`src/rtl/operand_entry_fsm.sv`:
```
// Operand entry front-end for the 2-bit switch adder: synchronizes switches, debounces
// ENTER/CLEAR and captures A then B. Define LOAD_COUNT_EN to add the load_count output.
module operand_entry_fsm #(
    parameter int unsigned WIDTH     = 2,
    parameter int unsigned DB_CYCLES = 1000000,
    parameter int unsigned CNT_W     = 20
) (
    input  logic             CLK100MHZ,
    input  logic             CPU_RESETN,
    input  logic [WIDTH-1:0] swt,
    input  logic             btn_enter,
    input  logic             btn_clear,
    output logic [WIDTH-1:0] a,
    output logic [WIDTH-1:0] b,
    output logic             operands_valid,
`ifdef LOAD_COUNT_EN
    output logic [7:0]       load_count,
`endif
    output logic [1:0]       state_led
);

    typedef enum logic [1:0] {
        StLoadA = 2'b01,
        StLoadB = 2'b10,
        StReady = 2'b11
    } state_e;

    localparam logic [CNT_W-1:0] DbLast = CNT_W'(DB_CYCLES - 1);

    // Bit 0 is ENTER, bit 1 is CLEAR.
    logic [1:0]            btn_raw;
    logic [1:0]            btn_meta_q, btn_sync_q;
    logic [1:0]            btn_stable_q, btn_stable_d, btn_prev_q;
    logic [1:0][CNT_W-1:0] db_cnt_q, db_cnt_d;
    logic [1:0]            press;
    logic                  enter_press, clear_press;

    logic [WIDTH-1:0] swt_meta_q, swt_sync_q;

    state_e           state_q, state_d;
    logic [WIDTH-1:0] a_q, a_d, b_q, b_d;
    logic             valid_q, valid_d;
`ifdef LOAD_COUNT_EN
    logic [7:0]       count_q, count_d;
`endif

    assign btn_raw = {btn_clear, btn_enter};

    always_comb begin
        btn_stable_d = btn_stable_q;
        db_cnt_d     = '0;
        for (int i = 0; i < 2; i++) begin
            if (btn_sync_q[i] != btn_stable_q[i]) begin
                if (db_cnt_q[i] == DbLast) begin
                    btn_stable_d[i] = btn_sync_q[i];
                end else begin
                    db_cnt_d[i] = db_cnt_q[i] + CNT_W'(1);
                end
            end
        end
    end

    // Rising edge of the debounced level only; release produces nothing.
    assign press       = btn_stable_q & ~btn_prev_q;
    assign enter_press = press[0];
    assign clear_press = press[1];

    always_ff @(posedge CLK100MHZ or negedge CPU_RESETN) begin
        if (!CPU_RESETN) begin
            btn_meta_q   <= '0;
            btn_sync_q   <= '0;
            btn_stable_q <= '0;
            btn_prev_q   <= '0;
            db_cnt_q     <= '0;
            swt_meta_q   <= '0;
            swt_sync_q   <= '0;
        end else begin
            btn_meta_q   <= btn_raw;
            btn_sync_q   <= btn_meta_q;
            btn_stable_q <= btn_stable_d;
            btn_prev_q   <= btn_stable_q;
            db_cnt_q     <= db_cnt_d;
            swt_meta_q   <= swt;
            swt_sync_q   <= swt_meta_q;
        end
    end

    always_comb begin
        state_d = state_q;
        a_d     = a_q;
        b_d     = b_q;
        valid_d = valid_q;
`ifdef LOAD_COUNT_EN
        count_d = count_q;
`endif
        // CLEAR outranks a simultaneous ENTER, which is dropped.
        if (clear_press) begin
            state_d = StLoadA;
            a_d     = '0;
            b_d     = '0;
            valid_d = 1'b0;
`ifdef LOAD_COUNT_EN
            count_d = '0;
`endif
        end else if (enter_press) begin
            unique case (state_q)
                StLoadA: begin
                    a_d     = swt_sync_q;
                    state_d = StLoadB;
                end
                StLoadB: begin
                    b_d     = swt_sync_q;
                    valid_d = 1'b1;
                    state_d = StReady;
`ifdef LOAD_COUNT_EN
                    count_d = count_q + 8'd1;
`endif
                end
                StReady: begin
                    a_d     = swt_sync_q;
                    valid_d = 1'b0;
                    state_d = StLoadB;
                end
                default: state_d = StLoadA;
            endcase
        end
    end

    always_ff @(posedge CLK100MHZ or negedge CPU_RESETN) begin
        if (!CPU_RESETN) begin
            state_q <= StLoadA;
            a_q     <= '0;
            b_q     <= '0;
            valid_q <= 1'b0;
`ifdef LOAD_COUNT_EN
            count_q <= '0;
`endif
        end else begin
            state_q <= state_d;
            a_q     <= a_d;
            b_q     <= b_d;
            valid_q <= valid_d;
`ifdef LOAD_COUNT_EN
            count_q <= count_d;
`endif
        end
    end

    assign a              = a_q;
    assign b              = b_q;
    assign operands_valid = valid_q;
    assign state_led      = state_q;
`ifdef LOAD_COUNT_EN
    assign load_count     = count_q;
`endif

endmodule

```
`config.mk`:
```
export PLATFORM = sky130hd
export DESIGN_NAME = operand_entry_fsm
export DESIGN_NICKNAME = d
export VERILOG_FILES = /design/src/rtl/operand_entry_fsm.sv
export SDC_FILE = /design/constraint.sdc
export NUM_CORES = 1
export LEC_CHECK = 0
export CORE_UTILIZATION = 63
export CTS_BUF_LIST = sky130_fd_sc_hd__clkbuf_4 sky130_fd_sc_hd__clkbuf_8
export DETAILED_ROUTE_END_ITERATION = 6
export PLACE_DENSITY = 0.88
export SLEW_MARGIN = 10
export SYNTH_ARGS = -nofsm -noshare
export SYNTH_HDL_FRONTEND = slang
export SYNTH_SLANG_ARGS = --single-unit
```
`constraint.sdc`:
```
create_clock -name CLK100MHZ -period 3.8 [get_ports CLK100MHZ]
set_input_delay 0.38 -clock CLK100MHZ [delete_from_list [all_inputs] [get_ports CLK100MHZ]]
set_output_delay 0.38 -clock CLK100MHZ [all_outputs]
set_load 0.03 [all_outputs]
```
==> impl_metrics.toml <==
[setup_path]
crit_arrival_ns = 2.18
startpoint = "db_cnt_q[16]"
endpoint_kind = "flip-flop"
reg2reg_to = "db_cnt_q[2]"
path_class = "reg -> reg"
crit_end = "db_cnt_q[2]"
path_max_fanout = 18
rrSetupSlack_ns = 1.79
cp.required_ns = 3.97
worstReg2RegStart = "db_cnt_q[16]"
critPathLaunchType = "flip-flop"
ff2ff_path_depth = 4

[floorplanning]
die-height_um = 67.24
ioPinCount = 13
start_util = 0.6608
dieWidth_um = 67.24
fp-row-count = 23
core_area_sq_um = 4058
die_area_sq_um = 4521

[detailed_routing]
detail_route.wl_per_cell_um = 14.44
drtIter0Drc = 225
drt-total-wl_um = 4736
ant_nets = 0
drc = 0
dr.pass1.iters = 4
viasPerCell = 5.936
vias = 1947

[placement]
placed_area_sq_um = 2849
place_hpwl_um = 3283
gp_congestion = 0.8336
place_inst = 312
port_buffers = 12

[layout]
final_core_util = 0.7459
antenna_cells = 0
final_cell_mix = "58 x dfrtp_1, 37 x nor2_1, 14 x nand2_1, 14 x xor2_1, 14 x xnor2_1"
nNetsFinal = 281
area_growth_pct = 12.88
fillCellCount = 277
stdcell_count = 328
layout-drive-gt1-share = 0.1043
final_area_sq_um = 3027
final_common_cell = "dfrtp_1"

[logic_synthesis]
synth_seq_area_share = 0.5511
synth.ff_latch_count = 59
synth_edf_count = 0
ys_async_sr_fraction = 1.000
avgSynthCellArea_sq_um = 10.51
syn_nets = 263
synth_area_leaders = "dfrtp_1 54%, nor2_1 5.2%, xnor2_1 4.6%"
synth_flop_cell = "dfrtp_1"
synthCells = 255
synth_top_cell_by_area = "dfrtp_1"
syn_area_sq_um = 2681
post-synth-top-area-fraction = 0.5413
ys_warn_count = 0
synth_cell_types = 39

[clock_network]
clk_latency_ns = 0.33
cts_tree = "done"
clock-sinks = 59
clkSlewWorstSetupHoldPaths_ns = 0.07
ctsHoldBuffers = 0
post_cts_buffers = 0
root_buffer = "clkbuf_8"
cts_resized = 0
htreeDepth = 3
clockBufferDepth = 2
cts_made_buffers = 9

[global_routing]
grt_pass1_wl_um = 8073
grt-ovfl-total = 0
antenna_found_initial = 0
grt_max_degree = 60
grt.total_usage = 0.2482
grt_pass1_vias = 1867

[pwr]
ir_drop_v = 0.0003331
power.density_nw_per_um2 = 387.8
p_leak_nw = 1.286

[sta]
post-route-min-period_ns = 2.009
hold_slack_ns = 0.1894
fin_setup_tns_ns = 0
hold_viol_final = 0
slew_headroom = 0.4996
finalCritPeriodShare = 0.5286
fin_skew_ns = 0.008567
rsz0062_at_grt = "false"
maxSlewViolCount = 0
worst_pin_slew_ns = 0.7505
setup_violations = 0
fmax_mhz = 497.9

[status]
status = "completed"

[worst_hold_path]
worstHoldPathType = "in -> async"

[job]
cap_violations = 0
-- worst min path at each step --
stage | startpoint | to | slack, ns | depth (start not counted)
detailed placement | swt_meta_q[1] | swt_sync_q[1] | 0.34 | 0
floorplan | CPU_RESETN | a[0] | 0.08 | 0
finish | CPU_RESETN | db_cnt_q[38] | 0.19 | 2
global route | CPU_RESETN | operands_valid | 0.27 | 2
global placement | swt_meta_q[1] | swt_sync_q[1] | 0.33 | 0
CTS | CPU_RESETN | operands_valid | 0.21 | 2
-- sequential cells by signal, summed over array words and instances, names as in the netlist --
register / cells
swt_sync_q: 2
btn_prev_q: 2
state_led: 2
btn_meta_q: 2
b: 2
operands_valid: 1
a: 2
btn_sync_q: 2
swt_meta_q: 2
db_cnt_q: 40
btn_stable_q: 2
-- power by group --
group	leakage (nW)	total (mW)	internal (mW)	switching, mW
clock	0.0818	0.493	0.239	0.255
sequential	0.797	0.645	0.637	0.00742
combinational	0.407	0.0355	0.0115	0.0240
-- layout make-up --
| type | instances | area [sq um] | share of cell area |
|---|---|---|---|
| multi-input cells | 183 | 1156 | 0.3820 |
| flip-flops and latches | 59 | 1478 | 0.4882 |
| repair buffers | 14 | 130.1 | 0.04299 |
| inverters | 6 | 22.52 | 0.007441 |
| clock inverters | 7 | 53.80 | 0.01778 |
| well taps | 50 | 62.56 | 0.02067 |
| clock buffers | 9 | 123.9 | 0.04093 |
-- kinds of logic after synthesis --
| family | synth area share |
|---|---|
| simple gates | 0.2515 |
| flops | 0.5511 |
| xor+xnor | 0.09146 |
| compound gates | 0.05366 |
| buf+inv | 0.01960 |
| mux | 0.02333 |
| fa+ha+maj | 0.009331 |
-- synthesized netlist by cell type (all sizes together), types with 3 or more instances --
cell type and n:
nor2 37, xnor2 14, nor4 6, nand3 13
and4 3, and2 3, nand4 15, inv 6
o21ai 8, nand2 14, mux2i 4, a21oi 13
dfrtp 58, xor2 14, clkbuf 6, or3 6
nor3 6, and3 8
-- metrics by stage --
step	setup slack, ns	power, mW
2_1_floorplan	2.059	0.6703
3_3_place_gp	1.903	0.6911
3_5_place_dp	1.811	0.6934
4_1_cts	1.795	1.187
5_1_grt	1.613	1.224
6_report	1.791	1.174
-- routing by layer --
metal  GRT usage  share of wire
met1      0.3173           0.45
met2      0.3938           0.49
met3     0.04730          0.042
met4      0.1436          0.017
met5           0              0
-- worst max-delay path: stages, from the launching register on --
cell and delay (ns):
dfrtp_1 0.42, nand3_1 0.11, or4b_1 0.55, o21ai_2 0.61, nor2_1 0.15
No activity file was read; power rests on OpenSTA's default activity.
